===== src/rtl/gmux_switch_seq.sv =====
// Glitch-free select sequencer for the global clock mux.
// Gates spine quadrants, swaps SSEL, settles, then re-enables in order.
module gmux_switch_seq #(
  parameter int NUM_SRC       = 4,
  parameter int NUM_QUAD      = 4,
  parameter int GATE_CYCLES   = 4,
  parameter int SETTLE_CYCLES = 8,
  localparam int SEL_W        = $clog2(NUM_SRC)
) (
  input  logic                CLK,
  input  logic                RST,
  input  logic [SEL_W-1:0]    REQ_SEL,
  input  logic                REQ_VALID,
  output logic                REQ_READY,
  input  logic [NUM_QUAD-1:0] QUAD_EN,
  input  logic                VLP_REQ,
  output logic [SEL_W-1:0]    SSEL,
  output logic [NUM_QUAD-1:0] DEN,
  output logic                VLP,
  output logic                BUSY,
  output logic                DONE,
  output logic                ERR
);

  localparam int MAXC =
    (GATE_CYCLES > SETTLE_CYCLES) ? GATE_CYCLES : SETTLE_CYCLES;
  localparam int CNT_W = $clog2(MAXC + 1);
  localparam logic [CNT_W-1:0] G_LD = CNT_W'(GATE_CYCLES - 1);
  localparam logic [CNT_W-1:0] S_LD = CNT_W'(SETTLE_CYCLES - 1);
  localparam logic [NUM_QUAD-1:0] ONE = NUM_QUAD'(1);

  typedef enum logic [2:0] {
    IDLE, GATE, SETTLE, UNGATE, LP
  } state_t;

  state_t              state_q, state_d;
  logic [CNT_W-1:0]    cnt_q, cnt_d;
  logic [SEL_W-1:0]    ssel_q, ssel_d;
  logic [SEL_W-1:0]    tgt_q, tgt_d;
  logic [NUM_QUAD-1:0] den_q, den_d;
  logic [NUM_QUAD-1:0] ptr_q, ptr_d;
  logic                vlp_q, vlp_d;
  logic                lp_q, lp_d;
  logic                done_q, done_d;
  logic                err_q, err_d;

  assign REQ_READY = (state_q == IDLE) & ~VLP_REQ & ~RST;
  assign BUSY      = (state_q != IDLE);
  assign SSEL      = ssel_q;
  assign DEN       = den_q;
  assign VLP       = vlp_q;
  assign DONE      = done_q;
  assign ERR       = err_q;

  always_comb begin
    state_d = state_q;
    cnt_d   = cnt_q;
    ssel_d  = ssel_q;
    tgt_d   = tgt_q;
    den_d   = den_q;
    ptr_d   = ptr_q;
    vlp_d   = vlp_q;
    lp_d    = lp_q;
    done_d  = 1'b0;
    err_d   = 1'b0;
    unique case (state_q)
      IDLE: begin
        den_d = QUAD_EN;
        if (VLP_REQ) begin
          state_d = GATE;
          lp_d    = 1'b1;
          den_d   = '0;
          cnt_d   = G_LD;
        end else if (REQ_VALID) begin
          if (int'(REQ_SEL) >= NUM_SRC) begin
            err_d = 1'b1;
          end else if (REQ_SEL == ssel_q) begin
            done_d = 1'b1;
          end else begin
            state_d = GATE;
            tgt_d   = REQ_SEL;
            lp_d    = 1'b0;
            den_d   = '0;
            cnt_d   = G_LD;
          end
        end
      end
      GATE: begin
        den_d = '0;
        if (cnt_q == '0) begin
          if (lp_q) begin
            state_d = LP;
            vlp_d   = 1'b1;
          end else begin
            ssel_d  = tgt_q;
            state_d = SETTLE;
            cnt_d   = S_LD;
          end
        end else begin
          cnt_d = cnt_q - 1'b1;
        end
      end
      LP: begin
        den_d = '0;
        if (!VLP_REQ) begin
          vlp_d   = 1'b0;
          lp_d    = 1'b0;
          state_d = SETTLE;
          cnt_d   = S_LD;
        end
      end
      SETTLE: begin
        den_d = '0;
        if (cnt_q == '0) begin
          // The exit edge already enables quadrant 0.
          state_d = UNGATE;
          den_d   = QUAD_EN & ONE;
          ptr_d   = ONE;
        end else begin
          cnt_d = cnt_q - 1'b1;
        end
      end
      UNGATE: begin
        if (ptr_q[NUM_QUAD-1]) begin
          state_d = IDLE;
          done_d  = 1'b1;
        end else begin
          ptr_d = ptr_q << 1;
          den_d = den_q | (QUAD_EN & (ptr_q << 1));
        end
      end
      default: state_d = IDLE;
    endcase
  end

  always_ff @(posedge CLK) begin
    if (RST) begin
      state_q <= IDLE;
      cnt_q   <= '0;
      ssel_q  <= '0;
      tgt_q   <= '0;
      den_q   <= '0;
      ptr_q   <= '0;
      vlp_q   <= 1'b0;
      lp_q    <= 1'b0;
      done_q  <= 1'b0;
      err_q   <= 1'b0;
    end else begin
      state_q <= state_d;
      cnt_q   <= cnt_d;
      ssel_q  <= ssel_d;
      tgt_q   <= tgt_d;
      den_q   <= den_d;
      ptr_q   <= ptr_d;
      vlp_q   <= vlp_d;
      lp_q    <= lp_d;
      done_q  <= done_d;
      err_q   <= err_d;
    end
  end

endmodule


===== config.mk =====
export PLATFORM = sky130hd
export DESIGN_NAME = gmux_switch_seq
export DESIGN_NICKNAME = d
export VERILOG_FILES = /design/src/rtl/gmux_switch_seq.sv
export SDC_FILE = /design/constraint.sdc
export NUM_CORES = 1
export LEC_CHECK = 0
export CAP_MARGIN = 0
export CELL_PAD_IN_SITES_DETAIL_PLACEMENT = 0
export CELL_PAD_IN_SITES_GLOBAL_PLACEMENT = 2
export CORE_MARGIN = 8
export CORE_UTILIZATION = 32
export DETAILED_ROUTE_END_ITERATION = 7
export PLACE_DENSITY_LB_ADDON = 0.1
export SLEW_MARGIN = 20
export SYNTH_ARGS = -nofsm -noshare
export SYNTH_HDL_FRONTEND = slang
export SYNTH_SLANG_ARGS = --single-unit

===== constraint.sdc =====
create_clock -name CLK -period 2.55 [get_ports CLK]
set_input_delay 0.3825 -clock CLK [delete_from_list [all_inputs] [get_ports CLK]]
set_output_delay 0.3825 -clock CLK [all_outputs]
set_load 0.02 [all_outputs]

Word-level counts from Yosys, hierarchy flattened. Index checks and enable logic that the tools add are counted.

Register bits: 22. Output and inout port bits: 11.

$add $sub $neg: 1. Equality and inequality tests: 15. Mux-type cells: 39. Bitwise operators: 8. Reduce and logical (&&, ||, !) cells: 18.

Operators by type and width (number): 4-bit two-way mux (13); 4-bit one-hot mux with 4 select lines (2); 3-bit two-way mux (8); 3-bit one-hot mux with 5 select lines (1); 2-bit inequality test (second input constant) (7); 4-bit AND reduction (3); 6-bit AND reduction (2); 1-bit two-way mux (11); 3-bit inequality test (second input constant) (3); 4-bit one-hot mux with 2 select lines (1); 4-bit nonzero test (2); 3-bit by 2-bit equality test with 1-bit output (second input constant) (2); 1-bit one-hot mux with 2 select lines (3); 3-bit AND reduction (2); 2-bit nonzero test (3); 4-bit bitwise AND (1); 4-bit logical NOT (1); 1-bit inverter (4); 4-bit OR (1); 2-bit AND reduction (2); 4-bit by 1-bit subtractor with 4-bit output (second input constant) (1); 3-bit by 1-bit equality test with 1-bit output (second input constant) (1); 3-bit equality test (second input constant) (1); 3-bit logical NOT (1); 4 further kinds (5).

Depth between registers and ports, before layout. Gate-level depths: netlist of run 1.

Word-level depth: 5. Mapped depth: 7. Gate-level depth less buffers: 7.

Least setup slack after synthesis of run 1. No wires, ideal clock.

Path kind: register -> register. Start point: reg cnt_q[0]. End point: reg cnt_q[1]. Library setup time: 0.131 ns. Arrival: 1.579 ns. Required time: 2.419 ns. Path slack: 0.840 ns. Stages on the path, launching flop included: 8. Buffers on the path: 0. Path through: dfxtp_1 > inv_1 > ha_1 > nor3b_2 > a32o_1 > a211oi_4 > and4b_1 > nor3_1.

Longest elaborated chain between the ends: 3.

RTL lines: start, declared (RTL line 37) `logic [CNT_W-1:0] cnt_q, cnt_d;`; start signal, assigned (RTL line 150) `cnt_q <= cnt_d;`; 4-bit by 1-bit subtractor with 4-bit output / 4-bit logical NOT (equally long branches); 4-bit two-way mux (tied with other cells) (RTL line 114) `if (cnt_q == '0) begin`; 4-bit one-hot mux with 4 select lines / 6-bit AND reduction (equally long branches).

Parallel ways exist; a longest one is shown, timed or not. The select of a mux whose other input is x is not followed. A chain may end at the register's enable or synchronous reset.

Worst setup path in the final report of run 1.
Start point: reg state_q[0]. End point: out REQ_READY.

Longest elaborated chain between the ends: 3.

RTL lines: start, declared (RTL line 36) `state_t state_q, state_d;`; start signal, assigned (RTL line 149) `state_q <= state_d;`; 3-bit logical NOT (RTL line 47) `assign REQ_READY = (state_q == IDLE) & ~VLP_REQ & ~RST;`; 1-bit bitwise AND (2 in series) (RTL line 47); end, declared (RTL line 14) `output logic REQ_READY,`.

No other way between the ends.

==> run metrics, run 1 <==
leading area contributor after synthesis=dfxtp_1; Rel. slew slack=0.611; start point of the critical path=state_q[0]; Worst Path Arrival=2.02 ns; Post-synth ARST share=0; post-DP HPWL=2210 um; total CTS buffers=3; Via-to-Cell Ratio=5.16; IO Port Bufs=19; top cell type's share of synthesized area=0.371; CP Cell Sequence=or3_4, or2_1, nor2_1, clkdlybuf4s50_1; setup slack on the worst flop-to-flop path=0.60 ns; CP max stage cell=clkdlybuf4s50_1; total negative slack=0 ns; combinational power share=0.287; GPL Wtd Cong=0.780; Mapped Area=approximately 0.0012 sq mm; CTS Buffer Depth=2; dpl cell area=0.00144 sq mm; Worst VDD drop=0.304 mV; Worst-Margin Slew=0.582 ns; Initial Utilization=0.330; GRT Residual Overflow=0; ys flop type=dfxtp_1; Starting DRT DRC Count=27; Rows=22; Switching Fraction=0.299; delay-heaviest family, CP=simple AND/OR/NAND/NOR gates; Reg power frac=0.387; cell area after layout=0.00151 sq mm; CTS H-tree lvls=1; vias in the first global route=1,106; count of flip-flops with a built-in enable after synthesis=0; Post-DRT Antenna Nets=0; final core occ=0.418; Die Span X=slightly below 80 um; leak pwr=0.592 nW; Setup crit end kind=output pin; Crit path largest cell delay=roughly 0.62 ns; CTS tree=built; power share of the clock group=0.326; #FFs+latches synth=22; Synthesis Warnings=0; Finished Layout Cells=211; FMAX=between 400 and 500 MHz; post_cts resized=0; startpoint type of the worst setup path=register; CTS root buf=clkbuf_8; Ports=21; fraction of layout cells with a size suffix above 1=0.0920; Diodes inserted=0; unrepaired setup endpoints after global routing=no; Worst path depth=4; reg2reg end=cnt_q[1]; Die Y=76.9 um; pwr dens=between 600 and 700 mW/mm^2; 1st-pass router iterations=4; initial antenna violation count=0; NumNets Final=175; status=completed; DRC violations left=0; crit path capture=REQ_READY; Int Power=roughly 700 uW; largest net degree at the start of global routing=21; Slew Viols, Final=0; synth top area cells=dfxtp_1, nor2_1, a21oi_1, mux2i_1, nand2_1; WL final=3010 um; via count=1,088; Gate Count Post-Synth=143; post-CTS setup buffers=0; Post-synth top cells=dfxtp_1, nor2_1, nand2_1; Crit path buffers/inverters=1; P&R area growth vs syn=26.7%; Final Hold Viols=0; sequential area share after synthesis=0.371; total global-route track usage=0.106; Synth cell types=48; Post-Syn Nets=154; skew final=0.00486 ns; routed len/inst=14.3 um; Hold Crit Class=register to register; Setup CP Type=register to output pin; Sink Count=22; Syn Area/Cell=8.31 sq um; Setup violations, final=0; Clk pin slew, worst setup/hold paths=around 0.080 ns; most numerous cell in the Yosys netlist=dfxtp_1; cell count after placement=just over 200; Die ar.=0.00592 sq mm; Register-to-Register Path Depth=7; core area=0.00361 sq mm; Critical Path RT=between 2 and 2.5 ns; Tmin final=2.40 ns; hold_buf cts=0; FF-to-FF Start=cnt_q[0]; Fillers=just under 400; maxcap violations=0; Worst-Skew Late Latency=0.26 ns; fin crit share=0.942; crit path max fanout=3; first-pass GRT wire length=5200 um; P_sw=302 uW
power by group through the flow:
stage	clock [mW]	combinational [mW]	sequential, mW
2_1_floorplan	0	0.200	0.401
3_3_place_gp	0	0.288	0.398
3_5_place_dp	0	0.289	0.398
4_1_cts	0.341	0.291	0.390
5_1_grt	0.355	0.321	0.394
6_report	0.328	0.289	0.390
stage by stage:
| step | hold slack (ns) | setup slack, ns | power [mW] |
|---|---|---|---|
| after floorplan | 0.448 | 0.840 | 0.601 |
| after global placement | 0.447 | 0.284 | 0.686 |
| after detailed placement | 0.457 | 0.246 | 0.687 |
| after CTS | 0.470 | 0.141 | 1.02 |
| after global routing | 0.502 | 0.0433 | 1.07 |
| final | 0.465 | 0.147 | 1.01 |
worst min-delay path, stage by stage, from the launching register on:
cell and delay, ns:
dfxtp_1 0.32, nand2_1 0.05, a21oi_1 0.06
area by class of cell:
type / count / area (sq um) / area share
multi-input combinational: 109 / 696 / 0.462
sequential: 22 / 440 / 0.292
timing repair buffer: 23 / 220 / 0.146
tap: 48 / 60.1 / 0.0399
clock buffer: 3 / 41.3 / 0.0274
clock inverter: 1 / 30.0 / 0.0199
inverter: 5 / 18.8 / 0.0125
worst min path at each step:
stage | from | endpoint | cells after the start
after floorplan | ptr_q[1] | ptr_q[1] | 2
after CTS | DEN[0] | DEN[0] | 2
after global routing | ptr_q[1] | ptr_q[1] | 2
final | DEN[0] | DEN[0] | 2
after global placement | DEN[0] | DEN[0] | 2
after detailed placement | DEN[3] | DEN[3] | 1
routing by layer:
metal | share of wire | vias up | global-route usage
li1 | - | 549 | -
met2 | 0.46 | 25 | 0.172
met3 | 0.045 | 2 | 0.0291
met4 | 0.0063 | 0 | 0.0288
met5 | 0 | - | 0
met1 | 0.49 | 512 | 0.132
placed cells by master, fill, tap and decap left out, types with 2 or more instances in the layout:
master | Yosys | layout
nand3_1 | 6 | 6
and3_1 | 2 | 2
xor2_1 | 3 | 3
clkbuf_8 | 0 | 3
nor3_1 | 4 | 4
a311oi_1 | 2 | 2
dfxtp_1 | 22 | 22
clkdlybuf4s50_1 | 0 | 19
a21oi_1 | 10 | 10
nor2_1 | 20 | 20
mux2i_1 | 5 | 5
nand2_1 | 12 | 12
inv_1 | 5 | 5
a211oi_1 | 2 | 2
a32o_1 | 4 | 4
and2_1 | 3 | 3
nand2b_1 | 2 | 2
buf_4 | 1 | 4
nor2b_1 | 6 | 6
cells by family (layout without fill, tap and decap cells):
| logic type | Yosys count | in the layout | share of synthesized area |
|---|---|---|---|
| simple gates | 65 | 65 | 0.283 |
| compound gates | 33 | 33 | 0.216 |
| flops | 22 | 22 | 0.371 |
| buf+inv | 12 | 32 | 0.0442 |
| mux | 5 | 5 | 0.0421 |
| xor+xnor | 3 | 3 | 0.0221 |
| fa+ha+maj | 2 | 2 | 0.0189 |
| other cells | 1 | 1 | 0.00315 |
sequential cells by signal, indices dropped and copies added, names as in the netlist:
register  cells
ptr_q         4
DONE          1
state_q       3
cnt_q         4
lp_q          1
DEN           4
tgt_q         2
VLP           1
SSEL          2
No activity file was read; power rests on OpenSTA's default activity.
==> inputs of run 2 (changes only) <==
Settings changed: ABC_CLOCK_PERIOD_IN_PS from default to 2550.
==> results of run 2 <==
Final layout, timing and power as in run 1 (identical DEF).
